### config.mk
export PLATFORM = sky130hd
export DESIGN_NAME = counter_priority
export DESIGN_NICKNAME = d
export VERILOG_FILES = /design/src/rtl/counter_priority_pkg.sv /design/src/rtl/counter_priority_ctr_prio_enc.sv /design/src/rtl/counter_priority.sv
export SDC_FILE = /design/constraint.sdc
export NUM_CORES = 1
export LEC_CHECK = 0
export CAP_MARGIN = 10
export CORE_MARGIN = 2
export CORE_UTILIZATION = 60
export CTS_BUF_LIST = sky130_fd_sc_hd__clkbuf_2 sky130_fd_sc_hd__clkbuf_4 sky130_fd_sc_hd__clkbuf_8
export DETAILED_ROUTE_END_ITERATION = 10
export GPL_TIMING_DRIVEN = 0
export PLACE_DENSITY = 0.89
export RECOVER_POWER = 100
export SLEW_MARGIN = 5
export SYNTH_ARGS = -nofsm -noshare
export SYNTH_HDL_FRONTEND = slang
export SYNTH_SLANG_ARGS = --single-unit
### constraint.sdc
create_clock -name i_clock -period 5.53 [get_ports i_clock]
set_input_delay 1.659 -clock i_clock [delete_from_list [all_inputs] [get_ports i_clock]]
set_output_delay 1.659 -clock i_clock [all_outputs]
set_load 0.01 [all_outputs]
### src/rtl/counter_priority_pkg.sv
// Shared definitions for the counter-cell priority arbiter: operation codes,
// FSM state encoding and default geometry.
package counter_priority_pkg;

    localparam logic [1:0] CTR_OP_NONE = 2'b00;
    localparam logic [1:0] CTR_OP_PINC = 2'b01;
    localparam logic [1:0] CTR_OP_MINC = 2'b10;

    localparam int         CTR_NCELLS_DEF    = 20;
    localparam logic [11:0] CTR_BASE_DEF     = 12'o0024;
    localparam int         CTR_MAX_BURST_DEF = 4;

    typedef enum logic [1:0] {
        ST_IDLE  = 2'd0,
        ST_CNT   = 2'd1,
        ST_YIELD = 2'd2
    } ctr_state_t;

endpackage

### src/rtl/counter_priority_ctr_prio_enc.sv
// Lowest-index-wins priority encoder over the pending-cell vector.
// Purely combinational; index is 0 when nothing is pending.
module ctr_prio_enc #(
    parameter int N = 20,
    parameter int W = 5
) (
    input  logic [N-1:0] i_req,
    output logic         o_vld,
    output logic [W-1:0] o_idx
);

    always_comb begin
        o_vld = |i_req;
        o_idx = '0;
        for (int i = N - 1; i >= 0; i--) begin
            if (i_req[i]) begin
                o_idx = W'(i);
            end
        end
    end

endmodule

### src/rtl/counter_priority.sv
// Cycle-stealing arbiter: latches PINC/MINC requests and grants whole MCTs at t12.
// Optional CTR_DIAG_EN adds coalesced-request pulse and saturating counter outputs.
module counter_priority
    import counter_priority_pkg::*;
#(
    parameter int              NCELLS     = CTR_NCELLS_DEF,
    parameter logic [11:0]     CTR_BASE   = CTR_BASE_DEF,
    parameter logic [NCELLS-1:0] CHAIN_MASK = 1,
    parameter int              MAX_BURST  = CTR_MAX_BURST_DEF
) (
    input  logic              i_clock,
    input  logic              i_rst,
    input  logic              i_t12,
    input  logic              i_gojam,
    input  logic              i_inhibit,
    input  logic [NCELLS-1:0] i_pinc_req,
    input  logic [NCELLS-1:0] i_minc_req,
    input  logic              i_ctr_ovf,
    input  logic              i_ctr_unf,
    output logic              o_inkl,
    output logic [11:0]       o_ctr_addr,
    output logic [1:0]        o_ctr_op,
    output logic [NCELLS-1:0] o_ctr_ack,
    output logic              o_chain_drop
`ifdef CTR_DIAG_EN
    ,
    output logic              o_req_coalesced,
    output logic [7:0]        o_coalesce_cnt
`endif
);

    localparam int IW = (NCELLS > 1) ? $clog2(NCELLS) : 1;
    localparam int BW = $clog2(MAX_BURST + 1);

    ctr_state_t        r_state;
    ctr_state_t        w_state_nxt;
    logic [NCELLS-1:0] r_p;
    logic [NCELLS-1:0] r_m;
    logic [IW-1:0]     r_w;
    logic [1:0]        r_op;
    logic [BW-1:0]     r_burst;
    logic [NCELLS-1:0] r_ack;
    logic              r_drop;

    logic              w_close;
    logic              w_carry;
    logic              w_chain;
    logic [NCELLS-1:0] w_wsel;
    logic [NCELLS-1:0] w_chain_vec;
    logic [NCELLS-1:0] w_cp;
    logic [NCELLS-1:0] w_cm;
    logic [NCELLS-1:0] w_p1;
    logic [NCELLS-1:0] w_m1;
    logic [NCELLS-1:0] w_pe;
    logic [NCELLS-1:0] w_me;
    logic [NCELLS-1:0] w_p2;
    logic [NCELLS-1:0] w_m2;
    logic              w_enc_vld;
    logic [IW-1:0]     w_enc_idx;
    logic              w_burst_full;
    logic              w_grant;
    logic [NCELLS-1:0] w_gsel;
    logic              w_gp;

    // Closing a counter MCT may carry into the next cell; a carry out of the
    // last cell shifts off the top of w_wsel and is reported as a drop instead.
    always_comb begin
        w_close     = (r_state == ST_CNT) && i_t12 && !i_gojam;
        w_carry     = ((r_op == CTR_OP_PINC) && i_ctr_ovf) ||
                      ((r_op == CTR_OP_MINC) && i_ctr_unf);
        w_chain     = w_close && w_carry && CHAIN_MASK[r_w];
        w_wsel      = NCELLS'(1) << r_w;
        w_chain_vec = w_chain ? (w_wsel << 1) : '0;
        w_cp        = (r_op == CTR_OP_PINC) ? w_chain_vec : '0;
        w_cm        = (r_op == CTR_OP_MINC) ? w_chain_vec : '0;
    end

    // Chain injection is latched first, then this clock's external pulses.
    always_comb begin
        w_p1 = (r_p & ~w_cm) | (w_cp & ~r_m);
        w_m1 = (r_m & ~w_cp) | (w_cm & ~r_p);
        w_pe = i_pinc_req & ~i_minc_req;
        w_me = i_minc_req & ~i_pinc_req;
        w_p2 = (w_p1 & ~w_me) | (w_pe & ~w_m1);
        w_m2 = (w_m1 & ~w_pe) | (w_me & ~w_p1);
    end

    ctr_prio_enc #(
        .N (NCELLS),
        .W (IW)
    ) u_enc (
        .i_req (w_p2 | w_m2),
        .o_vld (w_enc_vld),
        .o_idx (w_enc_idx)
    );

    always_comb begin
        w_burst_full = (r_state == ST_CNT) && (r_burst >= BW'(MAX_BURST));
        w_grant      = i_t12 && !i_gojam && !i_inhibit && w_enc_vld && !w_burst_full;
        w_gsel       = NCELLS'(1) << w_enc_idx;
        w_gp         = |(w_p2 & w_gsel);
    end

    always_ff @(posedge i_clock or posedge i_rst) begin
        if (i_rst) begin
            r_state <= ST_IDLE;
        end else begin
            r_state <= w_state_nxt;
        end
    end

    always_comb begin
        w_state_nxt = r_state;
        if (i_gojam) begin
            w_state_nxt = ST_IDLE;
        end else if (i_t12) begin
            if (w_burst_full) begin
                w_state_nxt = ST_YIELD;
            end else if (w_grant) begin
                w_state_nxt = ST_CNT;
            end else begin
                w_state_nxt = ST_IDLE;
            end
        end
    end

    always_comb begin
        o_inkl       = (r_state == ST_CNT);
        o_ctr_addr   = o_inkl ? (CTR_BASE + 12'(r_w)) : 12'd0;
        o_ctr_op     = o_inkl ? r_op : CTR_OP_NONE;
        o_ctr_ack    = r_ack;
        o_chain_drop = r_drop;
    end

    always_ff @(posedge i_clock or posedge i_rst) begin
        if (i_rst) begin
            r_p     <= '0;
            r_m     <= '0;
            r_w     <= '0;
            r_op    <= CTR_OP_NONE;
            r_burst <= '0;
            r_ack   <= '0;
            r_drop  <= 1'b0;
        end else begin
            r_p    <= (w_grant && w_gp)  ? (w_p2 & ~w_gsel) : w_p2;
            r_m    <= (w_grant && !w_gp) ? (w_m2 & ~w_gsel) : w_m2;
            r_ack  <= w_grant ? w_gsel : '0;
            r_drop <= w_chain && (r_w == IW'(NCELLS - 1));
            if (i_gojam) begin
                r_op <= CTR_OP_NONE;
            end else if (w_grant) begin
                r_w  <= w_enc_idx;
                r_op <= w_gp ? CTR_OP_PINC : CTR_OP_MINC;
            end
            if (i_gojam) begin
                r_burst <= '0;
            end else if (w_grant) begin
                r_burst <= (r_state == ST_CNT) ? (r_burst + BW'(1)) : BW'(1);
            end else if (i_t12) begin
                r_burst <= '0;
            end
        end
    end

`ifdef CTR_DIAG_EN
    logic       w_coal;
    logic       r_coal;
    logic [7:0] r_coal_cnt;

    assign w_coal = |((w_pe & w_p1) | (w_me & w_m1));

    always_ff @(posedge i_clock or posedge i_rst) begin
        if (i_rst) begin
            r_coal     <= 1'b0;
            r_coal_cnt <= 8'd0;
        end else begin
            r_coal <= w_coal;
            if (w_coal && (r_coal_cnt != 8'hFF)) begin
                r_coal_cnt <= r_coal_cnt + 8'd1;
            end
        end
    end

    assign o_req_coalesced = r_coal;
    assign o_coalesce_cnt  = r_coal_cnt;
`endif

endmodule

Yosys cells after proc, flatten, opt, wreduce, memory -nomap -nowiden
Memories as Yosys holds them, arrays and structs flattened. Index checks and enable logic that the tools add are counted.

Input port bits: 47. Logic and storage cells: 114. Bits in read-only memories: 32. Register bits after elaboration: 73. Output and inout bits: 36. Memories: 1.

Memories: (no name shown) (words 32, width 1, read ports 1, clocked after memory_dff 0, write ports 0, RTL line counter_priority.sv:71) `w_chain = w_close && w_carry && CHAIN_MASK[r_w];`.

$add $sub $neg: 2. Muxes and demuxes: 40. Equal/unequal tests: 4. Reductions and logical operators: 25. Bitwise logic cells: 30. Shift operators: 2. Order comparisons: 2.

Operators with widths (number): AND 20 bit (13); inverter 20 bit (11); 2-to-1 mux 20 bit (6); 2-to-1 mux 5 bit (20); bitwise OR 20 bit (5); OR reduction 20 bit (2); left shift 1 x 5 -> 20 bit (first input constant) (1); left shift 1 x 5 -> 19 bit (first input constant) (1); logical AND 1 bit (14); 2-to-1 mux 2 bit (7); 2-to-1 mux 3 bit (4); adder 5 x 5 -> 6 bit (first input constant) (1); less-than comparator 5 x 6 -> 1 bit (second input constant) (1); 2-to-1 mux 6 bit (1); equality test 5 bit (second input constant) (1); equality test 2 x 1 -> 1 bit (second input constant) (2); zero test 1 bit (4); nonzero test 2 bit (2); adder 3 x 1 -> 3 bit (second input constant) (1); >= comparator 3 bit (second input constant) (1); nonzero test 3 bit (1); equality test 2 bit (second input constant) (1); 2-to-1 mux 1 bit (2); AND reduction 2 bit (1); other kinds (2) (2).

Depth between registers and ports, before layout
Gate-level depths: netlist (run 1).

Word-level depth: 40. Mapped depth: 12. Mapped depth without buffers: 10.

Hierarchy
Synthesis (run 1) repeated with hierarchy kept, for this count alone.

Cell total of the unflattened synthesis: 475. Area total of the unflattened synthesis: 4316.6 um^2.

By module, submodules not included: counter_priority (times used 1, sequential area each 1826.8 um^2, cells an instance 436, area an instance 4085.2 um^2); ctr_prio_enc (times used 1, sequential area each 0.0 um^2, cells an instance 39, area an instance 231.5 um^2).

Worst setup path after synthesis (run 1)
OpenSTA, ideal clock, no wires.

Path type: input port to flip-flop. Start point: input port i_pinc_req[9]. End point: register r_op[1]. Library setup time: 0.129 ns. Buffers on the path: 1. Data required time: 5.401 ns. Setup slack: 1.266 ns. Data arrival time: 4.135 ns. Cell stages on the path: 11. Cell sequence: nand2b_1 > or3b_1 > a31oi_1 > or4b_1 > a21o_1 > a2111oi_0 > o221ai_1 > o311a_1 > nand2_1 > buf_2 > o21ai_1.

Longest elaborated chain between the ends: 22. Elaborated cells between the ends (all ways): 32. Those cells by class: shift: 1; mux: 13; bitwise: 13; reduce/logical: 5.

Ends and longest elaborated chain: from (decl) (RTL line counter_priority.sv:16) `input logic [NCELLS-1:0] i_pinc_req,`; inverter 20 bit (RTL line counter_priority.sv:83) `w_me = i_minc_req & ~i_pinc_req;`; AND 20 bit (RTL line counter_priority.sv:83); inverter 20 bit (RTL line counter_priority.sv:84) `w_p2 = (w_p1 & ~w_me) | (w_pe & ~w_m1);`; AND 20 bit (RTL line counter_priority.sv:84); bitwise OR 20 bit (RTL line counter_priority.sv:84); bitwise OR 20 bit (RTL line counter_priority.sv:92) `.i_req (w_p2 | w_m2),`; 2-to-1 mux 5 bit (10 in series) (RTL line counter_priority_ctr_prio_enc.sv:16) `if (i_req[i]) begin`; left shift 1 x 5 -> 20 bit (RTL line counter_priority.sv:100) `w_gsel = NCELLS'(1) << w_enc_idx;`; AND 20 bit (RTL line counter_priority.sv:101) `w_gp = |(w_p2 & w_gsel);`; OR reduction 20 bit (RTL line counter_priority.sv:101); 2-to-1 mux 2 bit (RTL line counter_priority.sv:153) `r_op <= w_gp ? CTR_OP_PINC : CTR_OP_MINC;`; 2-to-1 mux 2 bit (RTL line counter_priority.sv:151) `end else if (w_grant) begin`; 2-to-1 mux 2 bit (RTL line counter_priority.sv:149) `if (i_gojam) begin`; to (signal assigned) (RTL line counter_priority.sv:153); to (decl) (RTL line counter_priority.sv:40) `logic [1:0] r_op;`.

Several ways; a longest one is shown, not always the timed one. The select of a mux whose other input is x is not followed. A chain may end at the register's enable or synchronous reset.

Final worst setup path (run 1)
Start point: input port i_pinc_req[7]. End point: register r_p[11].

Longest elaborated chain between the ends: 19. Elaborated cells between the ends (all ways): 30. Those cells by class: shift: 1; mux: 9; bitwise: 15; reduce/logical: 5.

Ends and longest elaborated chain: inverter 20 bit (RTL line counter_priority.sv:83); AND 20 bit (RTL line counter_priority.sv:83); inverter 20 bit (RTL line counter_priority.sv:84); AND 20 bit (RTL line counter_priority.sv:84); bitwise OR 20 bit (RTL line counter_priority.sv:84); bitwise OR 20 bit (RTL line counter_priority.sv:92); 2-to-1 mux 5 bit (8 in series) (RTL line counter_priority_ctr_prio_enc.sv:16); left shift 1 x 5 -> 20 bit (RTL line counter_priority.sv:100); AND 20 bit (RTL line counter_priority.sv:101); OR reduction 20 bit (RTL line counter_priority.sv:101); logical AND 1 bit (RTL line counter_priority.sv:145) `r_p <= (w_grant && w_gp) ? (w_p2 & ~w_gsel) : w_p2;`; 2-to-1 mux 20 bit * (RTL line counter_priority.sv:145); to (signal assigned) (RTL line counter_priority.sv:145); to (decl) (RTL line counter_priority.sv:37) `logic [NCELLS-1:0] r_p;`.

Every way passes the cells marked *; elsewhere a longest branch is shown, timed or not.

==> results of run 1 <==
-- kinds of logic (layout without fill, tap and decap cells) --
| family | after synthesis | count (layout) |
|---|---|---|
| AOI/OAI and AO/OA | 175 | 175 |
| xor gates and xnor gates | 18 | 18 |
| DFF | 73 | 73 |
| other | 1 | 7 |
| and+or+nand+nor | 237 | 237 |
| muxes | 9 | 9 |
| buffers and inverters | 24 | 117 |
| adders and majority gates | 3 | 3 |
-- layout by cell type (no fill, tap or decap), types with 11 or more instances in the layout --
cell type	count
a21oi_1	74
clkdlybuf4s50_1	43
dfrtp_1	73
dlygate4sd3_1	33
nand2_1	25
nand2b_1	49
nor2_1	79
nor4bb_1	23
o21ai_0	27
xnor2_1	11
-- routing by layer --
layer / vias up / routed length [µm] / global-route usage, %
met5: - / 0 / 0
met4: 0 / 411 / 12.0
met3: 43 / 767 / 5.56
met2: 174 / 6470 / 52.6
met1: 2188 / 5330 / 37.7
li1: 2174 / - / -
-- power by group through the flow --
| stage | registers (µW) | logic, µW | clock network [µW] |
|---|---|---|---|
| finish | 687 | 600 | 524 |
| global placement | 686 | 595 | 0 |
| global route | 699 | 653 | 547 |
| detailed placement | 693 | 614 | 0 |
| CTS | 683 | 620 | 525 |
| floorplan | 675 | 429 | 0 |
-- sequential cells by signal, indices dropped and copies added, names as in the netlist --
name / flops
o_chain_drop: 1
r_burst: 3
r_state: 2
r_m: 20
r_op: 2
r_w: 5
r_p: 20
o_ctr_ack: 20
-- synth_stat cells (3+ instances only) --
cell and instances:
a21oi_2 20, o211ai_1 8, nor4_1 3, nand2b_1 49, nor3b_1 4, inv_1 11, a21boi_1 5, buf_4 6
xnor2_1 11, o221ai_1 4, nor2_1 79, xor2_1 7, a211o_1 6, o21ai_0 26, mux2i_1 7, o21ai_1 3
nor3_1 5, and3_1 3, a21o_1 4, nand4_1 5, clkbuf_1 3, and2_1 5, o21a_1 5, nor2b_1 8
nand3b_1 3, a21oi_1 57, a31oi_1 3, nand3_1 10, nand2_1 25, nor4bb_1 23, a211oi_1 10, ha_1 3
dfrtp_1 73
-- worst max-delay path by stage --
| stage | startpoint | endpoint | slack, ns | cells past startpoint |
|---|---|---|---|---|
| 4_1_cts | i_pinc_req[7] | r_p[11] | 0.51 | 12 |
| 6_report | i_pinc_req[7] | r_p[11] | 0.35 | 12 |
| 5_1_grt | i_pinc_req[12] | r_p[1] | 0.09 | 12 |
| 3_3_place_gp | i_pinc_req[7] | r_p[16] | 0.26 | 12 |
| 3_5_place_dp | i_pinc_req[7] | r_p[2] | 0.15 | 12 |
| 2_1_floorplan | i_pinc_req[9] | r_op[1] | 1.27 | 11 |
-- cell type report --
| cell class | instances | area (µm²) |
|---|---|---|
| multi-input combinational | 449 | 2780 |
| fill | 581 | 1840 |
| sequential | 73 | 1830 |
| buffer | 13 | 88.8 |
| clock buffer | 11 | 145 |
| inverter | 11 | 42.5 |
| tap | 102 | 128 |
| timing repair buffer | 77 | 773 |
| clock inverter | 5 | 103 |
-- metrics by stage --
stage                     total power (µW)  utilization [%]  cell area (µm²)
final                                 1810             76.2             5890
after global routing                  1900             76.2             5890
after CTS                             1830             77.4             5980
after detailed placement              1310             74.2             5730
after global placement                1280             73.8             5700
after floorplan                       1100                -             4810
-- worst max-delay path: cells and delay by family --
kind	cells	cell delay [ns]
AO/OA/AOI/OAI	6	1.56
buffers and inverters	2	0.94
AND/OR/NAND/NOR	4	1.23
==> flow_metrics.env, run 1 <==
export IMPL_status="finished, violations left"
export IMPL_violations="max-capacitance violations, max-slew violations"
export IMPL_hold_depth=2
export IMPL_synth_top_cell_by_area="dfrtp_1"
export IMPL_post_route_min_period_ns=5.18
export IMPL_synthDistinctLibCells=67
export IMPL_synth_seq_area_share_pct=38.1
export IMPL_grt_usage_pct=30.5
export IMPL_fmax_mhz=193
export IMPL_synthSimpleGateAreaFrac_pct=28.5
export IMPL_period_share_pct=93.7
export IMPL_crit_fanout=10
export IMPL_worstPathRequired_ns=5.75
export IMPL_synth_compound_area_share_pct=24.6
export IMPL_cp_start_kind="input port"
export IMPL_insertion_delay_ns=0.35
export IMPL_vias_per_cell=6.18
export IMPL_syn_to_final_growth_pct=23.0
export IMPL_holdPathEnd="r_state[0]"
export IMPL_slowest_delay_ns=0.63
export IMPL_setup_viol_count_final=0
export IMPL_drtPass1Iterations=5
export IMPL_regToRegSetupSlack_ns=1.65
export IMPL_synth_xor_area_share_pct=3.29
export IMPL_seq_power_share_pct=38.0
export IMPL_cts_resized=0
export IMPL_async_flop_share_pct=100
export IMPL_worstPathArrival_ns=5.40
export IMPL_ys_ff_latch=73
export IMPL_rsz0062_at_grt="false"
export IMPL_crit_chain="dlygate4sd3_1 > nor4bb_1 > a211oi_1 > nor4_1 > o211ai_1 > a41oi_2 > o21ai_0 > and2_0 > o311a_1 > nand2_1 > buf_2 > a21oi_1"
export IMPL_die_area_mm2=0.00871
export IMPL_power_density_mw_per_mm2=307
export IMPL_crit_type="input port to flop"
export IMPL_switching_share_pct=36.3
export IMPL_ys_flop_type="dfrtp_1"
export IMPL_p_int_uw=1150
export IMPL_timing_final_ws_setup_ns=0.347
export IMPL_drive_above_1_share_pct=6.26
export IMPL_pin_count=83
export IMPL_syn_cell_area_mm2=0.00479
export IMPL_fin_worst_skew_ns=0.00872
export IMPL_drt_drc_violations_left=0
export IMPL_r2r_start="r_w[2]"
export IMPL_slew_violations=66
export IMPL_grt_pass1_wl_um=20800
export IMPL_die_w_um=93.3
export IMPL_antenna_found_initial=0
export IMPL_drv_cap=1
export IMPL_yosysWarnings=0
export IMPL_syn_inst=540
export IMPL_cts_tree="yes"
export IMPL_antenna_left=0
export IMPL_nets=684
export IMPL_drt_first_iter_violations=279
export IMPL_switching_power_uw=657
export IMPL_hold_path_class="flop to flop"
export IMPL_leakagePower_uw=0.00254
export IMPL_htreeDepth=3
export IMPL_wirelength_um=13000
export IMPL_synth_fa_ha_area_share_pct=0.784
export IMPL_cts_sinks=73
export IMPL_p_clk_share_pct=28.9
export IMPL_syn_avg_cell_area_um2=8.87
export IMPL_stdcell_count=741
export IMPL_synth_edff_count=0
export IMPL_pwr_share_comb_pct=33.1
export IMPL_cts_root_buf="clkbuf_8"
export IMPL_hold_violations=0
export IMPL_synth_top_family_by_area="simple AND/OR/NAND/NOR gates"
export IMPL_r2r_cells=11
export IMPL_grt_pass1_vias=4443
export IMPL_cts_buffers=9
export IMPL_rows=32
export IMPL_finalSetupTns_ns=0
export IMPL_synth_area_leaders="dfrtp_1, nand2b_1, nor2_1"
export IMPL_dp_cells=725
export IMPL_place_gp_congestion=0.891
export IMPL_cts_reportedPaths_clkPinSlew_ns=0.07
export IMPL_antenna_cells=0
export IMPL_wl_per_cell_um=17.5
export IMPL_worst_setup_path_end_kind="flop"
export IMPL_core_mm2=0.00773
export IMPL_r2r_end="r_p[11]"
export IMPL_grt_max_degree=66
export IMPL_start_util_pct=62.0
export IMPL_vias=4579
export IMPL_worstHoldStart="r_state[0]"
export IMPL_cpMaxStageDelayCell="dlygate4sd3_1"
export IMPL_grt_remaining_overflow=0
export IMPL_postCtsSetupRepairBufs=0
export IMPL_pre_cts_ws_ns=0.147
export IMPL_tightest_slew_ns=2.79
export IMPL_synth_top_area_share_pct=38.1
export IMPL_synth_area_mux_share_pct=1.93
export IMPL_io_buffers=76
export IMPL_holdWs_ns=0.514
export IMPL_cts_hold_buf=0
export IMPL_dp_hpwl_um=9730
export IMPL_ctsLongestPathBuffers=2
export IMPL_die_h_um=93.3
export IMPL_peakVddDrop_mv=0.184
export IMPL_relSlewSlack_pct=-86.1
Power figures use the tool's default switching activity.
==> run 2, diff against run 1 <==
CORE_UTILIZATION = 50   (was 60)
CTS_CLUSTER_SIZE = 30   (was unset)
PLACE_DENSITY = 0.76   (was 0.89)
clock period = 5.3 ns   (was 5.53 ns; I/O delays follow)
==> run 2 against run 1 <==
Effect of this change: the flow still finishes with violations (max-capacitance violations, max-slew violations); clock-buffer cell count increased by 1; worst setup slack got worse by 0.083 ns; clock skew increased by 0.00063 ns; via count decreased by 2.0%.
==> flow_metrics.env, run 2 (synthesized netlist as in run 1, its figures left out) <==
export IMPL_status="finished, violations left"
export IMPL_violations="max-capacitance violations, max-slew violations"
export IMPL_power_density_mw_per_mm2=310
export IMPL_vias_per_cell=5.84
export IMPL_grt_max_degree=39
export IMPL_cpLargestDelayFamily="compound AO/OA/AOI/OAI gates"
export IMPL_fin_total_pwr_uw=1830
export IMPL_drv_cap=2
export IMPL_crit_fanout=10
export IMPL_syn_to_final_growth_pct=23.2
export IMPL_cp_start_kind="input port"
export IMPL_critPathBufInv=2
export IMPL_fin_worst_skew_ns=0.00935
export IMPL_wl_per_cell_um=16.2
export IMPL_crit_end="r_m[7]"
export IMPL_r2r_end="r_burst[0]"
export IMPL_vias=4486
export IMPL_antenna_left=0
export IMPL_drive_above_1_share_pct=7.04
export IMPL_cts_resized=0
export IMPL_peakVddDrop_mv=0.227
export IMPL_slowest_delay_ns=0.66
export IMPL_drt_first_iter_violations=290
export IMPL_htreeDepth=3
export IMPL_cts_root_buf="clkbuf_8"
export IMPL_crit_type="input port to flop"
export IMPL_drtPass1Iterations=6
export IMPL_insertion_delay_ns=0.36
export IMPL_crit_start="i_pinc_req[12]"
export IMPL_post_route_min_period_ns=5.04
export IMPL_start_util_pct=51.6
export IMPL_wirelength_um=12400
export IMPL_tightest_slew_ns=2.02
export IMPL_period_share_pct=95.0
export IMPL_place_gp_congestion=0.987
export IMPL_nets=684
export IMPL_worstPathArrival_ns=5.27
export IMPL_rows=35
export IMPL_worst_setup_path_end_kind="flop"
export IMPL_rsz0062_at_grt="false"
export IMPL_mostFrequentLayoutCells="nor2_1, dfrtp_1, a21oi_1"
export IMPL_cts_reportedPaths_clkPinSlew_ns=0.08
export IMPL_grt_pass1_vias=4296
export IMPL_cts_sinks=73
export IMPL_die_h_um=102
export IMPL_drt_drc_violations_left=0
export IMPL_cts_buffers=9
export IMPL_grt_usage_pct=24.6
export IMPL_io_buffers=76
export IMPL_layout_commonest_cell="nor2_1"
export IMPL_postCtsSetupRepairBufs=0
export IMPL_fmax_mhz=199
export IMPL_final_util_pct=63.6
export IMPL_cpMaxStageDelayCell="a311oi_1"
export IMPL_r2r_cells=11
export IMPL_crit_chain="clkdlybuf4s50_1 > nor4bb_1 > a211oi_1 > nor3b_1 > o21ai_0 > a311oi_1 > nor2_1 > o31a_1 > a2111oi_2 > and2_4 > buf_2 > a21oi_1"
export IMPL_worstHoldStart="r_burst[0]"
export IMPL_dp_hpwl_um=9300
export IMPL_pin_count=83
export IMPL_cp_num_cells=12
export IMPL_ctsLongestPathBuffers=2
export IMPL_finalSetupTns_ns=0
export IMPL_relSlewSlack_pct=-34.9
export IMPL_die_area_mm2=0.0104
export IMPL_hold_violations=0
export IMPL_regToRegSetupSlack_ns=1.45
export IMPL_cts_hold_buf=0
export IMPL_fillerInstances=845
export IMPL_core_mm2=0.00928
export IMPL_antenna_cells=0
export IMPL_worstPathRequired_ns=5.53
export IMPL_cts_tree="yes"
export IMPL_pre_cts_ws_ns=0.105
export IMPL_timing_final_ws_setup_ns=0.264
export IMPL_die_w_um=102
export IMPL_grt_pass1_wl_um=20000
export IMPL_leakagePower_uw=0.00252
export IMPL_setup_viol_count_final=0
export IMPL_r2r_start="r_w[2]"
export IMPL_slew_violations=76
export IMPL_hold_path_class="flop to flop"
export IMPL_antenna_found_initial=0
export IMPL_grt_remaining_overflow=0
-- run 2: cell types whose count changed in the layout (fill, tap and decap cells not counted), moves of 2 or more --
cell     change
a21oi_1      -4
a21oi_2      +4
buf_2        +2
buf_6        -2
-- run 2: routing by layer --
layer	GRT usage (%)	vias to the layer above	wire, µm
met1	31.9	2117	5520
met5	0	-	0
li1	-	2167	-
met2	41.8	170	5960
met3	4.79	32	733
met4	7.49	0	220
-- run 2: worst reg2reg max path: stages, from the launching register on --
cell	delay (ns)
dfrtp_1	0.45
nor3b_1	0.58
and3_1	0.33
a21bo_1	0.23
a221o_1	0.37
nor2_1	0.44
nand2_1	0.16
nor3_1	0.32
nand2b_1	0.26
clkbuf_1	0.36
a21oi_1	0.08
a21o_1	0.17
-- run 2: how the worst min path moves through the flow --
stage,endpoint,slack [ns],cells past startpoint
2_1_floorplan,r_state[0],0.46,2
3_3_place_gp,r_state[0],0.48,2
3_5_place_dp,r_state[0],0.49,2
4_1_cts,r_state[0],0.51,2
5_1_grt,r_burst[0],0.53,1
6_report,r_burst[0],0.52,1
-- run 2: stage by stage --
step | instance area, µm² | std cells | hold WS [ns]
6_report | 5900 | 768 | 0.521
5_1_grt | 5900 | 768 | 0.531
4_1_cts | 5990 | 768 | 0.514
3_5_place_dp | 5760 | 752 | 0.488
3_3_place_gp | 5730 | 751 | 0.475
2_1_floorplan | 4810 | 546 | 0.460
-- run 2: cell type report --
type	count	area (µm²)	area share, %
repair buffers	77	764	13.0
inverters	11	42.5	0.721
well taps	129	161	2.73
multi-input cells	449	2800	47.5
flip-flops and latches	73	1830	31.0
clock buffers	12	153	2.59
plain buffers	13	76.3	1.29
clock inverters	4	76.3	1.29
-- run 2: report_power, final --
group / internal (µW) / leakage (µW) / switching (µW)
logic: 240 / 0.00146 / 368
registers: 629 / 0.000939 / 86.4
clock network: 290 / 0.000114 / 217
